--- src/rtl/product_bcd_pkg.sv ---
// Shared definitions for the product_bcd binary-to-BCD converter.
// Holds the operand/result widths, the last iteration index and the
// FSM state encoding used by the top level and its debug port.
package product_bcd_pkg;

    localparam int BIN_W      = 16;
    localparam int BCD_DIGITS = 5;
    localparam int BCD_W      = 4 * BCD_DIGITS;
    localparam int CNT_W      = 4;

    // Counter runs 0..ITER_LAST, one double-dabble iteration per value.
    localparam logic [CNT_W-1:0] ITER_LAST = 4'd15;

    typedef enum logic {
        IDLE  = 1'b0,
        SHIFT = 1'b1
    } stateT;

endpackage

--- src/rtl/product_bcd_digit_adjust.sv ---
// Combinational double-dabble digit correction.
// Ports:
//   digitIn  - one BCD digit before the shift
//   digitOut - digitIn + 3 when digitIn >= 5, otherwise digitIn unchanged
// Adding 3 before the left shift makes a digit of 5..9 carry into the next
// digit instead of becoming an invalid 10..19 code.
module bcd_digit_adjust (
    input  logic [3:0] digitIn,
    output logic [3:0] digitOut
);

    assign digitOut = (digitIn >= 4'd5) ? (digitIn + 4'd3) : digitIn;

endmodule

--- src/rtl/product_bcd.sv ---
// Sequential 16-bit binary to 5-digit BCD converter (double dabble).
// Ports:
//   clk      - clock, all state changes on the rising edge
//   rst      - synchronous active-high reset
//   start    - conversion request, only looked at while idle
//   bin      - unsigned 16-bit operand, captured on the accepted start
//   busy     - high while a conversion is in progress
//   done     - one-cycle pulse, bcd carries a fresh result in that cycle
//   bcd      - five packed BCD digits, [19:16] ten-thousands .. [3:0] units
//   dbgState - current FSM state, for observation only
//
// Handshake: start acts as a request that is accepted on any rising edge
// where the block is idle (busy=0) and rst is low; requests while busy are
// dropped, not queued. Exactly 16 edges after acceptance done pulses for one
// cycle together with the new bcd value, and busy falls in that same cycle,
// so a start held during the done cycle is accepted on the next edge.
module product_bcd
    import product_bcd_pkg::*;
(
    input  logic             clk,
    input  logic             rst,
    input  logic             start,
    input  logic [BIN_W-1:0] bin,
    output logic             busy,
    output logic             done,
    output logic [BCD_W-1:0] bcd,
    output stateT            dbgState
);

    stateT            state;
    stateT            stateNext;
    logic [BIN_W-1:0] shiftReg;
    logic [BCD_W-1:0] digits;
    logic [BCD_W-1:0] adjDigits;
    logic [BCD_W-1:0] nextDigits;
    logic [CNT_W-1:0] cnt;
    logic             lastIter;

    for (genvar i = 0; i < BCD_DIGITS; i++) begin : gAdj
        bcd_digit_adjust uAdj (
            .digitIn (digits[4*i +: 4]),
            .digitOut(adjDigits[4*i +: 4])
        );
    end

    // Adjusted digits shifted left once, next operand MSB enters the units LSB.
    assign nextDigits = {adjDigits[BCD_W-2:0], shiftReg[BIN_W-1]};
    assign lastIter   = (cnt == ITER_LAST);

    always_comb begin
        stateNext = state;
        case (state)
            IDLE:    if (start)    stateNext = SHIFT;
            SHIFT:   if (lastIter) stateNext = IDLE;
            default: stateNext = IDLE;
        endcase
    end

    always_ff @(posedge clk) begin
        if (rst) begin
            state    <= IDLE;
            shiftReg <= '0;
            digits   <= '0;
            cnt      <= '0;
            bcd      <= '0;
            done     <= 1'b0;
        end else begin
            state <= stateNext;
            done  <= 1'b0;
            case (state)
                IDLE: begin
                    if (start) begin
                        shiftReg <= bin;
                        digits   <= '0;
                        cnt      <= '0;
                    end
                end
                SHIFT: begin
                    digits   <= nextDigits;
                    shiftReg <= {shiftReg[BIN_W-2:0], 1'b0};
                    cnt      <= cnt + 1'b1;
                    // Only the final iteration is published, so bcd never
                    // shows partially converted digits.
                    if (lastIter) begin
                        bcd  <= nextDigits;
                        done <= 1'b1;
                    end
                end
                default: ;
            endcase
        end
    end

    assign busy     = (state == SHIFT);
    assign dbgState = state;

endmodule
--- config.mk ---
export PLATFORM = sky130hd
export DESIGN_NAME = product_bcd
export DESIGN_NICKNAME = d
export VERILOG_FILES = /design/src/rtl/product_bcd_pkg.sv /design/src/rtl/product_bcd_digit_adjust.sv /design/src/rtl/product_bcd.sv
export SDC_FILE = /design/constraint.sdc
export NUM_CORES = 1
export LEC_CHECK = 0
export CAP_MARGIN = 20
export CORE_ASPECT_RATIO = 1.1
export CORE_MARGIN = 1
export CORE_UTILIZATION = 62
export CTS_CLUSTER_SIZE = 25
export DETAILED_ROUTE_END_ITERATION = 8
export DONT_BUFFER_PORTS = 1
export GPL_TIMING_DRIVEN = 0
export PLACE_DENSITY = 0.78
export SYNTH_ARGS = -nofsm -noshare
export SYNTH_HDL_FRONTEND = slang
export SYNTH_HIERARCHICAL = 1
export SYNTH_SLANG_ARGS = --single-unit
--- constraint.sdc ---
create_clock -name clk -period 1.6 [get_ports clk]
set_input_delay 0.32 -clock clk [delete_from_list [all_inputs] [get_ports clk]]
set_output_delay 0.32 -clock clk [all_outputs]
set_load 0.03 [all_outputs]
==> results.md <==
* Multi-input combinational cell area at 1480 um2
* Layout Skew at 3.65 ps
* Slowest cell on crit path: dfxtp_1
* P_leak at 1.28 nW
* Met2 WL post-DR at 2.60 mm
* Initial antenna violation count at 0
* Max Cap Violations at 0
* Highest Signal Layer: met4
* Hold Vio Cnt, Final at 0
* Core Area at 4380 um2
* Clk_lat worst skew at 330 ps
* Max VDD drop at 574 uV
* Fin crit period at 1500 ps
* Slew Viols, Final at 0
* Final setup fails at 0
* Part of the power in registers at 0.522
* Layout Area Growth over Synthesis at 8.72%
* Antenna diodes at 0
* I/O Buffers at 0
* Die Y at 73.7 um
* Critical Path Fanout Max at 5
* Setup crit start kind: flip-flop
* FF/Latch Area at 1240 um2
* Pin count of the biggest net entering global routing at 11
* Starting Density at 0.662
* Top-Level Pins at 42
* Clk pwr share at 0.407
* Routed length on met3 at 239 um
* Outcome: finished clean
* Post-DP HPWL at 3.76 mm
* Via/cell ratio at 5.69
* F_max at 0.667 GHz
* Final TNS setup at 0 ps
* Layout fillers at 370
* Pint at 2.36 mW
* Nets at 347
* Residual DRC at 0
* Total routing usage reported by global routing at 0.241
* Mapped Nets at 336
* Comb pwr share at 0.071
* Syn Inst Count at 306
* # clock sinks at 62
* Reg clk slew, reported paths at 60 ps
* ANT nets after route at 0
* CP cell instances: buf_4
* Wire length on met1 at 2.48 mm
* Max clock buf depth at 2
* Vias in the first global route at 1,927
* Layout cells sized above 1 at 0.165
* Post-synthesis cell area at 2900 um2
* RSZ-0062 raised after global routing: false
* Htree depth at 3
* Total gr overflow at 0
* Switching share of power at 0.228
* Die W at 67.2 um
* Psw at 699 uW
* Synth Area per Inst at 9.47 um2
* Final non-filler cell total at 376
* First-pass GRT wire length at 8.71 mm
* Hold WS at 226 ps
* CP Data Required Time at 1280 ps
* Site Rows at 25
* DR pass1 iterations at 4
* Pwr Density at 972 nW/um2
* DRT iter0 DRCs at 93
* Crit. End Element: primary output
* Kind of critical path: reg2out
* Hold Path Class: in2reg
* Routed len/inst at 14.4 um
* Buf+Inv Stages, Crit Path at 1
* Critical path arrival at 1180 ps
* YS warnings at 6
* CTS tree: done
* Crit-path max cell delay at 600 ps
* Die area at 4950 um2
* Top Family by Delay on Critical Path: flip-flops
* Max_slew headroom at 0.680
* Via count at 2,138
* Setup Fix Bufs, Post-CTS at 0
* Placed cells at 360
* Routability-driven placement congestion ratio at 0.736
* Total CTS buffers at 9
* Post-Route WL at 5.42 mm
* Clk root buf: clkbuf_8
* Least-Margin Pin Slew at 479 ps
* Final period util at 0.937
==> final timing paths <==
kind                                   from           end  slack (ps)  cells after the start
worst min-delay path                 bin[0]   shiftReg[0]         230                      2
worst max register to register    digits[1]     digits[2]         100                      7
worst max-delay path                   busy      dbgState         100                      1
worst min register to register  shiftReg[9]  shiftReg[10]         490                      2
==> layout by cell type, fill, tap and decap left out, types with 12 or more instances in the layout <==
cell type and n:
a21oi_1 24, a22o_1 19, clkbuf_8 12, dfxtp_1 61, mux2_2 14, mux2i_1 21, nand2_1 19, nor2_1 43
nor3b_1 21
==> sequential cells by signal, summed over array words and instances, names as in the netlist <==
signal and count:
bcd 20, digits 20, shiftReg 16, cnt 4
busy 1, done 1
==> timing repair <==
item                                   4_1_cts  5_1_grt
hold buffers                                 0        0
gates resized for setup                      0        2
endpoints found under the hold margin        0        0
setup endpoints to repair                    0        3
==> stage by stage <==
stage          setup WS [ps]  instance area, um2  power (mW)  utilization
2_1_floorplan            293                2900        1.81            -
3_3_place_gp             147                2970        1.85        0.677
3_5_place_dp             129                2970        1.85        0.677
4_1_cts                 77.2                3150        3.10        0.718
5_1_grt                 4.81                3150        3.17        0.719
6_report                 101                3150        3.06        0.719
==> final cells by class <==
cell class                 count  share of cell area
multi-input combinational    212               0.469
clock buffer                  16              0.0572
inverter                      11              0.0131
sequential                    62               0.394
tap                           54              0.0214
buffer                        21              0.0453
==> power by group through the flow <==
stage	Sequential, mW	Combinational [mW]	Clock, mW
floorplan	1.63	0.180	0
global route	1.60	0.238	1.33
global placement	1.63	0.213	0
CTS	1.60	0.218	1.28
finish	1.60	0.216	1.25
detailed placement	1.63	0.217	0
==> per-layer routing <==
metal | vias to the layer above | global-route usage
met2 | 47 | 0.383
met1 | 1003 | 0.289
li1 | 1075 | -
met3 | 13 | 0.0730
met4 | 0 | 0.125
met5 | - | 0
Power figures use the tool's default switching activity.
